## config.mk

```make
export PLATFORM = sky130hd
export DESIGN_NAME = gs_update_unit_flat
export DESIGN_NICKNAME = d
export VERILOG_FILES = /design/src/rtl/gs_update_unit_pkg.sv /design/src/rtl/gs_update_unit_if.sv /design/src/rtl/gs_update_unit_sat_round.sv /design/src/rtl/gs_update_unit.sv /design/src/flat_wrapper.sv
export SDC_FILE = /design/constraint.sdc
export NUM_CORES = 1
export LEC_CHECK = 0
export ABC_CLOCK_PERIOD_IN_PS = 18800
export CAP_MARGIN = 20
export CORE_MARGIN = 3
export CORE_UTILIZATION = 40
export CTS_CLUSTER_SIZE = 12
export DETAILED_ROUTE_END_ITERATION = 8
export SYNTH_ARGS = -nofsm -noshare
export SYNTH_HDL_FRONTEND = slang
export SYNTH_SLANG_ARGS = --single-unit
```

## constraint.sdc

```tcl
create_clock -name clk_in -period 18.8 [get_ports clk_in]
set_input_delay 3.76 -clock clk_in [delete_from_list [all_inputs] [get_ports clk_in]]
set_output_delay 3.76 -clock clk_in [all_outputs]
set_load 0.02 [all_outputs]
```

## src/rtl/gs_update_unit_pkg.sv

```systemverilog
// Shared widths and constants for the Gauss-Seidel update path and its register file.
package gs_pkg;
  localparam int X_W      = 32;
  localparam int B_W      = 16;
  localparam int ACC_W    = 40;
  localparam int RECIP    = 3277;
  localparam int N_UNK    = 16;
  localparam int ITER_NUM = 16;
  localparam int FRAC_W   = 16;
  localparam int IDX_W    = 4;
  localparam int SWP_W    = 5;
endpackage

```

## src/rtl/gs_update_unit_if.sv

```systemverilog
// Operand/result bundle between the x/b register file and the update datapath.
interface gs_update_unit_if;
  import gs_pkg::*;

  logic                    start_in;
  logic                    valid_in;
  logic signed [B_W-1:0]   b_in;
  logic signed [X_W-1:0]   x1_in;
  logic signed [X_W-1:0]   x2_in;
  logic signed [X_W-1:0]   x3_in;
  logic signed [X_W-1:0]   x4_in;
  logic signed [X_W-1:0]   x5_in;
  logic signed [X_W-1:0]   x6_in;
  logic                    valid_out;
  logic signed [X_W-1:0]   x_out;
  logic [IDX_W-1:0]        idx_out;
  logic [SWP_W-1:0]        sweep_out;
  logic                    done_out;

  modport master (
    output start_in, valid_in, b_in, x1_in, x2_in, x3_in, x4_in, x5_in, x6_in,
    input  valid_out, x_out, idx_out, sweep_out, done_out
  );

  modport slave (
    input  start_in, valid_in, b_in, x1_in, x2_in, x3_in, x4_in, x5_in, x6_in,
    output valid_out, x_out, idx_out, sweep_out, done_out
  );
endinterface

```

## src/rtl/gs_update_unit_sat_round.sv

```systemverilog
// Divide-by-20 back end: multiply by the Q0.16 reciprocal, round half up,
// drop the fraction bits and saturate into a Q16.16 word.
module gs_sat_round
  import gs_pkg::*;
(
  input  logic signed [ACC_W-1:0] acc_i,
  output logic signed [X_W-1:0]   x_o
);
  // Reciprocal is 13 bits signed, so this width holds any accumulator product.
  localparam int PROD_W = ACC_W + 14;

  localparam logic signed [PROD_W-1:0] RECIP_P = PROD_W'(RECIP);
  localparam logic signed [PROD_W-1:0] HALF_P  = PROD_W'(1) <<< (FRAC_W - 1);
  localparam logic signed [PROD_W-1:0] MAX_V   = (PROD_W'(1) <<< (X_W - 1)) - PROD_W'(1);
  localparam logic signed [PROD_W-1:0] MIN_V   = -(PROD_W'(1) <<< (X_W - 1));

  function automatic logic signed [PROD_W-1:0] round_shift(input logic signed [ACC_W-1:0] a);
    logic signed [PROD_W-1:0] ext;
    logic signed [PROD_W-1:0] prod;
    ext  = {{(PROD_W-ACC_W){a[ACC_W-1]}}, a};
    prod = (ext * RECIP_P) + HALF_P;
    return prod >>> FRAC_W;
  endfunction

  function automatic logic signed [X_W-1:0] saturate(input logic signed [PROD_W-1:0] q);
    if (q > MAX_V)      return MAX_V[X_W-1:0];
    else if (q < MIN_V) return MIN_V[X_W-1:0];
    else                return q[X_W-1:0];
  endfunction

  assign x_o = saturate(round_shift(acc_i));
endmodule

```

## src/rtl/gs_update_unit.sv

```systemverilog
// Three-stage Gauss-Seidel row update with row/sweep tracking and completion flag.
module gs_update_unit
  import gs_pkg::*;
(
  input  logic           clk_in,
  input  logic           rst_n_in,
  gs_update_unit_if.slave gif
);
  logic                        vld_p0_q, vld_p0_d;
  logic                        vld_p1_q, vld_p1_d;
  logic                        valid_out_q, valid_out_d;
  logic signed [X_W:0]         sum1_p0_q, sum1_p0_d;
  logic signed [X_W:0]         sum2_p0_q, sum2_p0_d;
  logic signed [X_W:0]         sum3_p0_q, sum3_p0_d;
  logic signed [B_W+FRAC_W-1:0] bq_p0_q, bq_p0_d;
  logic signed [ACC_W-1:0]     acc_p1_q, acc_p1_d;
  logic signed [X_W-1:0]       x_out_q, x_out_d;
  logic signed [X_W-1:0]       x_rnd;
  logic [IDX_W-1:0]            idx_cnt_q, idx_cnt_d;
  logic [IDX_W-1:0]            idx_out_q, idx_out_d;
  logic [SWP_W-1:0]            sweep_q, sweep_d;
  logic                        done_q, done_d;
  logic                        accept;
  logic                        out_fire;
  logic signed [ACC_W-1:0]     e1, e2, e3, eb;

  // Stage 1: pairwise neighbour sums and b promoted to Q16.16
  always_comb begin
    accept    = gif.valid_in & ~done_q & ~gif.start_in;
    vld_p0_d  = accept;
    sum1_p0_d = sum1_p0_q;
    sum2_p0_d = sum2_p0_q;
    sum3_p0_d = sum3_p0_q;
    bq_p0_d   = bq_p0_q;
    if (accept) begin
      sum1_p0_d = $signed({gif.x1_in[X_W-1], gif.x1_in}) + $signed({gif.x2_in[X_W-1], gif.x2_in});
      sum2_p0_d = $signed({gif.x3_in[X_W-1], gif.x3_in}) + $signed({gif.x4_in[X_W-1], gif.x4_in});
      sum3_p0_d = $signed({gif.x5_in[X_W-1], gif.x5_in}) + $signed({gif.x6_in[X_W-1], gif.x6_in});
      bq_p0_d   = {gif.b_in, {FRAC_W{1'b0}}};
    end
  end

  // Stage 2: weighted accumulation using shift-add constant multiplies
  assign e1 = {{(ACC_W-X_W-1){sum1_p0_q[X_W]}}, sum1_p0_q};
  assign e2 = {{(ACC_W-X_W-1){sum2_p0_q[X_W]}}, sum2_p0_q};
  assign e3 = {{(ACC_W-X_W-1){sum3_p0_q[X_W]}}, sum3_p0_q};
  assign eb = {{(ACC_W-B_W-FRAC_W){bq_p0_q[B_W+FRAC_W-1]}}, bq_p0_q};

  always_comb begin
    vld_p1_d = vld_p0_q & ~gif.start_in;
    acc_p1_d = acc_p1_q;
    if (vld_p0_q)
      acc_p1_d = eb + (e1 <<< 3) + (e1 <<< 2) + e1 - ((e2 <<< 2) + (e2 <<< 1)) + e3;
  end

  // Stage 3: divide, round, saturate; row/sweep bookkeeping rides with the result
  gs_sat_round u_sat_round (
    .acc_i (acc_p1_q),
    .x_o   (x_rnd)
  );

  always_comb begin
    out_fire    = vld_p1_q & ~done_q & ~gif.start_in;
    valid_out_d = out_fire;
    x_out_d     = x_out_q;
    idx_out_d   = idx_out_q;
    idx_cnt_d   = idx_cnt_q;
    sweep_d     = sweep_q;
    done_d      = done_q;
    if (gif.start_in) begin
      idx_out_d = '0;
      idx_cnt_d = '0;
      sweep_d   = '0;
      done_d    = 1'b0;
    end else if (out_fire) begin
      x_out_d   = x_rnd;
      idx_out_d = idx_cnt_q;
      idx_cnt_d = idx_cnt_q + IDX_W'(1);
      if (idx_cnt_q == IDX_W'(N_UNK - 1)) begin
        idx_cnt_d = '0;
        sweep_d   = sweep_q + SWP_W'(1);
        if (sweep_q == SWP_W'(ITER_NUM - 1))
          done_d = 1'b1;
      end
    end
  end

  always_ff @(posedge clk_in or negedge rst_n_in) begin
    if (!rst_n_in) begin
      vld_p0_q    <= 1'b0;
      vld_p1_q    <= 1'b0;
      valid_out_q <= 1'b0;
      sum1_p0_q   <= '0;
      sum2_p0_q   <= '0;
      sum3_p0_q   <= '0;
      bq_p0_q     <= '0;
      acc_p1_q    <= '0;
      x_out_q     <= '0;
      idx_cnt_q   <= '0;
      idx_out_q   <= '0;
      sweep_q     <= '0;
      done_q      <= 1'b0;
    end else begin
      vld_p0_q    <= vld_p0_d;
      vld_p1_q    <= vld_p1_d;
      valid_out_q <= valid_out_d;
      sum1_p0_q   <= sum1_p0_d;
      sum2_p0_q   <= sum2_p0_d;
      sum3_p0_q   <= sum3_p0_d;
      bq_p0_q     <= bq_p0_d;
      acc_p1_q    <= acc_p1_d;
      x_out_q     <= x_out_d;
      idx_cnt_q   <= idx_cnt_d;
      idx_out_q   <= idx_out_d;
      sweep_q     <= sweep_d;
      done_q      <= done_d;
    end
  end

  assign gif.valid_out = valid_out_q;
  assign gif.x_out     = x_out_q;
  assign gif.idx_out   = idx_out_q;
  assign gif.sweep_out = sweep_q;
  assign gif.done_out  = done_q;
endmodule

```

## src/flat_wrapper.sv

```systemverilog
// flat-port wrapper written by rule: the top's interface ports become plain ports
module gs_update_unit_flat import gs_pkg::*;
  (clk_in, rst_n_in, gif_start_in, gif_valid_in, gif_b_in, gif_x1_in, gif_x2_in, gif_x3_in, gif_x4_in, gif_x5_in, gif_x6_in, gif_valid_out, gif_x_out, gif_idx_out, gif_sweep_out, gif_done_out);
  gs_update_unit_if gif_i ();
  input  logic clk_in;
  input  logic rst_n_in;
  input wire logic [$bits(gif_i.start_in)-1:0] gif_start_in;
  input wire logic [$bits(gif_i.valid_in)-1:0] gif_valid_in;
  input wire logic [$bits(gif_i.b_in)-1:0] gif_b_in;
  input wire logic [$bits(gif_i.x1_in)-1:0] gif_x1_in;
  input wire logic [$bits(gif_i.x2_in)-1:0] gif_x2_in;
  input wire logic [$bits(gif_i.x3_in)-1:0] gif_x3_in;
  input wire logic [$bits(gif_i.x4_in)-1:0] gif_x4_in;
  input wire logic [$bits(gif_i.x5_in)-1:0] gif_x5_in;
  input wire logic [$bits(gif_i.x6_in)-1:0] gif_x6_in;
  output wire logic [$bits(gif_i.valid_out)-1:0] gif_valid_out;
  output wire logic [$bits(gif_i.x_out)-1:0] gif_x_out;
  output wire logic [$bits(gif_i.idx_out)-1:0] gif_idx_out;
  output wire logic [$bits(gif_i.sweep_out)-1:0] gif_sweep_out;
  output wire logic [$bits(gif_i.done_out)-1:0] gif_done_out;
  assign gif_i.start_in = gif_start_in;
  assign gif_i.valid_in = gif_valid_in;
  assign gif_i.b_in = gif_b_in;
  assign gif_i.x1_in = gif_x1_in;
  assign gif_i.x2_in = gif_x2_in;
  assign gif_i.x3_in = gif_x3_in;
  assign gif_i.x4_in = gif_x4_in;
  assign gif_i.x5_in = gif_x5_in;
  assign gif_i.x6_in = gif_x6_in;
  assign gif_valid_out = gif_i.valid_out;
  assign gif_x_out = gif_i.x_out;
  assign gif_idx_out = gif_i.idx_out;
  assign gif_sweep_out = gif_i.sweep_out;
  assign gif_done_out = gif_i.done_out;
  gs_update_unit u_core (.clk_in(clk_in), .rst_n_in(rst_n_in), .gif(gif_i));
endmodule
```

==> impl_metrics.ini, run 1 <==
[run_status]
status = finished clean

[cells_and_area]
finalNetCount = 4430
multi_input_area_um2 = 21930
seq_area_um2 = 5106
fillers = 6996
layout-drive-gt1-share_pct = 3.723
area_growth_pct = 15.20

[critical_path]
worstPathMaxFanout = 3
worstPathArrival_ns = 7.69
worst_ep_required_time_ns = 19.25
cp-end-kind = register
cp-startpoint = gif_x2_in[0]
reg2reg_from = u_core.sum2_p0_q[1]
critPathLaunchType = input pin
critical_path_class = in2reg

[grt]
grt_pass1_wl_mm = 117.0
grt_max_degree = 107
grt_pass1_vias = 22960
grtUsageTotal_pct = 18.23
grt_overflow = 0
grt_antenna_before_repair = 3

[yosys]
synthDistinctLibCells = 94
synth_edf_count = 0
synth_seq_cells = 204
synthFlopType = dfrtp_1
synth_area_per_cell_um2 = 8.847
synthCells = 3306
synth_area_um2 = 29250
async_flop_share_pct = 100.0
yosys_warnings = 0
syn_nets = 4210
synth_seq_area_share_pct = 17.45

[route]
drt-vias-per-instance = 5.107
vias = 22970
drtIter0Drc = 1102
drtAntennaViolNets = 0
wl_mm = 71.21
route.detailed.drc = 0
wl_per_cell_um = 15.83
dr.pass1.iters = 6

[timing]
rsz0062_at_grt = false
clock.fmax_mhz = 138.2
worst_pin_slew_ns = 0.9198
setup_viol = 0
relSlewSlack_pct = 38.68
finalCriticalPeriod_ns = 7.234
report.final.slew_viol_count = 0
tns_ns = 0
finClkSkew_ns = 0.01591
hold_viol_final = 0
fin_crit_sh_pct = 38.48

[hold_path]
hp-start = u_core.gif.x_out[31]
hp-class = reg2reg

[clock_network]
cts_buffer_depth = 3
cts_made_buffers = 27
hold_buffers = 0
cts_resized = 0
clock_latency_ns = 0.56
cts_tree = yes
clock_tree.root_cell = clkbuf_16
postCtsSetupBuffers = 0
cts_sinks = 204
path_clk_slew_ns = 0.07
h-tree-depth = 1

[floorplan]
die_y_um = 276.4
placementRows = 98
core_um2 = 71980
ioPinCount = 255
initial_core_util_pct = 40.64
fp.dieW_um = 276.4
die_area_um2 = 76410

[place]
place_congestion = 0.8663
numPortBuffers = 254
dpl.hpwl_mm = 60.13

[job]
maxCapViolCount = 0
==> layer usage <==
layer / GRT usage [%] / part of all wire [%] / vias up
met5: 0 / 0.018 / -
met4: 4.103 / 2.2 / 2
met3: 2.204 / 3.8 / 76
met2: 29.07 / 44 / 368
met1: 26.48 / 50 / 10840
li1: - / - / 11690
==> layout by cell type, fill, tap and decap left out, types with 9 or more instances in the layout <==
master and n:
fa_1 279, o21a_1 34, or3_1 21, nand2_1 306
a21oi_1 205, clkbuf_16 27, nand4_1 22, o211ai_1 9
mux2i_1 13, o21ai_1 33, o21ai_0 211, nor3b_1 11
clkdlybuf4s50_1 253, o22ai_2 30, nor3_1 44, a21o_1 112
xor2_1 88, o31ai_1 17, and2_1 14, nor2_1 164
ha_1 413, inv_1 506, a31oi_1 28, a211oi_1 19
and3_1 22, nand2b_1 31, mux2_2 10, nand3_1 47
xnor2_1 115, dfrtp_1 203, nor2b_1 28, o21bai_1 43
==> cells by family (layout without fill, tap and decap cells) <==
| kind of cell | after synthesis | count (layout) | synth area share [%] |
|---|---|---|---|
| compound gates | 840 | 840 | 18.87 |
| buf+inv | 581 | 821 | 7.653 |
| xor+xnor | 204 | 204 | 6.134 |
| simple gates | 762 | 762 | 12.30 |
| flops | 204 | 204 | 17.45 |
| mux | 23 | 23 | 0.8299 |
| fa+ha+maj | 692 | 692 | 36.76 |
| other cells | 0 | 2 | 0 |
==> area by class of cell <==
class,instances,area share (%)
multi-input combinational,2521,65.08
sequential,204,15.15
timing repair buffer,261,7.716
inverter,511,5.692
tap,950,3.528
clock buffer,36,2.284
clock inverter,13,0.5347
antenna,2,0.01485
==> final timing paths <==
check	slack [ns]	endpoint	cells after the start
setup / recovery	11.57	u_core.sum1_p0_q[30]	15
hold / removal	0.47	u_core.gif.x_out[31]	2
setup reg to reg	11.74	u_core.acc_p1_q[37]	27
hold reg to reg	0.47	u_core.gif.x_out[31]	2
max in group asynchronous	14.30	u_core.sum1_p0_q[1]	2
min in group asynchronous	3.22	u_core.gif.x_out[31]	1
==> state kept, by name, indices dropped and copies added (netlist names), 4 cells and up <==
register / flops
u_core.gif.x_out: 32
u_core.sum3_p0_q: 33
u_core.gif.idx_out: 4
u_core.sum1_p0_q: 33
u_core.acc_p1_q: 40
u_core.idx_cnt_q: 4
u_core.bq_p0_q: 16
u_core.gif.sweep_out: 5
u_core.sum2_p0_q: 33
==> critical path: stages <==
cell	delay (ns)
clkdlybuf4s50_1	0.46
ha_1	0.34
inv_1	0.10
fa_1	0.41
nor2b_1	0.13
o21a_1	0.13
o21ai_1	0.10
a21oi_1	0.34
o2111ai_1	0.29
a211oi_1	0.51
o311a_1	0.30
o21ai_1	0.15
a2111oi_2	0.38
nor3_1	0.08
o31ai_1	0.22
==> through the flow <==
step                hold WS [ns]  cells  setup slack [ns]  cell area [um2]  utilization, %
floorplan                 0.4485   3306             12.38            29250               -
global placement          0.4589   4447             11.02            32740           45.49
detailed placement        0.4635   4447             11.01            32740           45.49
CTS                       0.4823   4496             11.60            33690           46.81
global route              0.5079   4496             11.22            33690           46.81
finish                    0.4742   4498             11.57            33700           46.82
==> cells in the mapped netlist, types with 8 or more instances <==
master	number	area (um2)
o21a_1	34	255.2
o21ai_0	211	1056
o21bai_1	43	322.8
nand4_1	22	137.6
o211ai_1	9	67.56
or3_1	21	131.4
nand2b_1	31	193.9
nand3b_1	8	60.06
clkbuf_1	52	195.2
ha_1	413	5167
nor2b_1	28	175.2
mux2_2	10	112.6
a21oi_1	205	1026
nor2_1	164	615.6
nand2_1	307	1152
xnor2_1	115	1007
xor2_1	88	770.7
o31ai_1	17	127.6
nor3_1	44	220.2
nand3_1	47	235.2
nor3b_1	11	82.58
dfrtp_1	204	5105
and2_1	14	87.58
a31oi_1	28	175.2
o21ai_1	33	165.2
a211oi_1	19	142.6
o22ai_2	30	375.4
a21o_1	112	840.8
inv_1	506	1899
and3_1	22	137.6
mux2i_1	13	130.1
fa_1	279	5585
Power of run 1 is not shown: default switching activity piles up to over one toggle a cycle in this logic, so the estimate is an artifact.
==> run 2: changes to the inputs <==
--- a/config.mk
+++ b/config.mk
@@ -5,7 +5,7 @@
 export SDC_FILE = /design/constraint.sdc
 export NUM_CORES = 1
 export LEC_CHECK = 0
-export ABC_CLOCK_PERIOD_IN_PS = 18800
+export ABC_CLOCK_PERIOD_IN_PS = 6400
 export CAP_MARGIN = 20
 export CORE_MARGIN = 3
 export CORE_UTILIZATION = 40
==> constraint.sdc (replaced) <==
create_clock -name clk_in -period 6.4 [get_ports clk_in]
set_input_delay 1.28 -clock clk_in [delete_from_list [all_inputs] [get_ports clk_in]]
set_output_delay 1.28 -clock clk_in [all_outputs]
set_load 0.02 [all_outputs]
==> run 2 against run 1 <==
The run now ends with setup timing left. Wire length is 2.9% higher. Die area stayed put. First-iteration DRC count is 17% lower. Global-route usage is 0.38 points higher. Final cell count is 2.9% higher. Worst hold slack hardly changed. Clock-buffer cell count is 3 lower. Sequential share of layout area is 0.68 points lower. Cell area is 5.1% higher. Clock skew is 0.00086 ns higher. Non-clock buffer count is 134 higher. Critical path type is now reg2reg. Highest routed layer is now met4.
==> impl_metrics.ini, run 2 (synthesis results as in run 1) <==
[run_status]
status = finished with violations
violations = setup timing

[clock_network]
cts_made_buffers = 26
clock_latency_ns = 0.57
clock_tree.root_cell = clkbuf_16
cts_tree = yes
cts_buffer_depth = 3
cts_sinks = 204
path_clk_slew_ns = 0.06
h-tree-depth = 1

[critical_path]
max_stage_delay_ns = 0.46
slowest_stage = fa_1
cpMostUsedCell = a21o_1
critPathLaunchType = register
worstPathArrival_ns = 6.93
critical_path_class = reg2reg
worstPathMaxFanout = 3
cp-end-kind = register
worst_ep_required_time_ns = 6.85

[grt]
grtUsageTotal_pct = 18.61
grt_pass1_vias = 23440
grt_antenna_before_repair = 2
grt_max_degree = 193
grt_overflow = 0
grt_pass1_wl_mm = 119.0

[timing]
fin_crit_sh_pct = 101.3
hold_ws_ns = 0.4744
relSlewSlack_pct = 37.72
setup_viol = 2
hold_viol_final = 0
report.final.slew_viol_count = 0
finalCriticalPeriod_ns = 6.482
worst_pin_slew_ns = 0.9284
layout_setup_ws_ns = -0.08226
rsz0062_at_grt = true
finClkSkew_ns = 0.01677
clock.fmax_mhz = 154.3

[place]
numPortBuffers = 254
place_congestion = 0.8834
place_inst = 4555
dpl.hpwl_mm = 61.49

[floorplan]
ioPinCount = 255
die_area_um2 = 76410
core_um2 = 71980
fp.dieW_um = 276.4
die_y_um = 276.4
initial_core_util_pct = 40.64
placementRows = 98

[cells_and_area]
fillers = 6840
multi_input_area_um2 = 22560
largest_reg_flops = 40
finalNonFillerCells = 4630
finalNetCount = 4563
layout_commonest_cell = inv_1
seq_area_um2 = 5125
area_growth_pct = 21.05
layout-drive-gt1-share_pct = 10.28
final_cell_mix = inv_1, ha_1, nand2_1
top_register = u_core.acc_p1_q

[route]
vias = 23350
wl_per_cell_um = 15.82
drtIter0Drc = 911
route.detailed.drc = 0
dr.pass1.iters = 5
drtAntennaViolNets = 0
drt-vias-per-instance = 5.043
wl_mm = 73.27

[hold_path]
hp-class = reg2reg

[job]
maxCapViolCount = 0
-- run 2: cell count changes in the layout (fill, tap and decap cells not counted), moves of 10 or more --
cell | before | now
buf_4 | 7 | 130
ha_1 | 413 | 386
a21oi_1 | 205 | 179
a21oi_2 | 1 | 25
ha_4 | 0 | 17
dfrtp_1 | 203 | 188
dfrtp_2 | 1 | 16
ha_2 | 0 | 10
-- run 2: layout make-up --
| class | instances | area share, % |
|---|---|---|
| tap | 950 | 3.357 |
| clock inverter | 14 | 0.4983 |
| inverter | 511 | 5.417 |
| clock buffer | 33 | 2.025 |
| timing repair buffer | 395 | 10.50 |
| antenna | 2 | 0.01413 |
| multi-input combinational | 2521 | 63.71 |
| sequential | 204 | 14.47 |
-- run 2: final timing paths --
kind	startpoint	end	slack, ns	cells after the start
max	u_core.sum1_p0_q[2]	u_core.acc_p1_q[37]	-0.08	28
min	u_core.sum3_p0_q[19]	u_core.sum3_p0_q[19]	0.47	2
max reg2reg	u_core.sum1_p0_q[2]	u_core.acc_p1_q[37]	-0.08	28
min reg2reg	u_core.sum3_p0_q[19]	u_core.sum3_p0_q[19]	0.47	2
max in group asynchronous	rst_n_in	u_core.sum1_p0_q[15]	4.54	2
min in group asynchronous	rst_n_in	u_core.gif.x_out[28]	0.73	1
-- run 2: repair_timing --
item / 4_1_cts / 5_1_grt
hold buffers: 0 / 0
resized for setup: 15 / 123
buffers inserted: 3 / 23
cloned: 0 / 2
pin swaps: 25 / 68
setup endpoints to repair: 8 / 43
-- run 2: stage by stage --
step / util, % / setup slack [ns] / cell area, um2 / TNS (ns)
2_1_floorplan: - / 0.003735 / 29250 / 0
3_5_place_dp: 46.69 / -0.3547 / 33600 / -1.438
4_1_cts: 48.07 / 0.02993 / 34600 / 0
5_1_grt: 49.19 / -0.3899 / 35410 / -1.287
3_3_place_gp: 46.69 / -0.2328 / 33600 / -0.6851
6_report: 49.19 / -0.08226 / 35410 / -0.09957
-- run 2: metal layers --
layer  routed length (um)  global-route usage [%]
met1                36170                   27.19
met2                33300                   30.01
met3                 2524                   2.035
met4                 1275                   3.426
met5                    0                       0
-- run 2: critical path: cells and delay by family (launching register included) --
family / cells / cell delay, ns
xor+xnor: 1 / 0.20
flops: 1 / 0.40
fa+ha+maj: 5 / 1.79
simple gates: 1 / 0.25
compound gates: 19 / 3.49
buf+inv: 2 / 0.24
Power of run 2 is left out for the same reason.
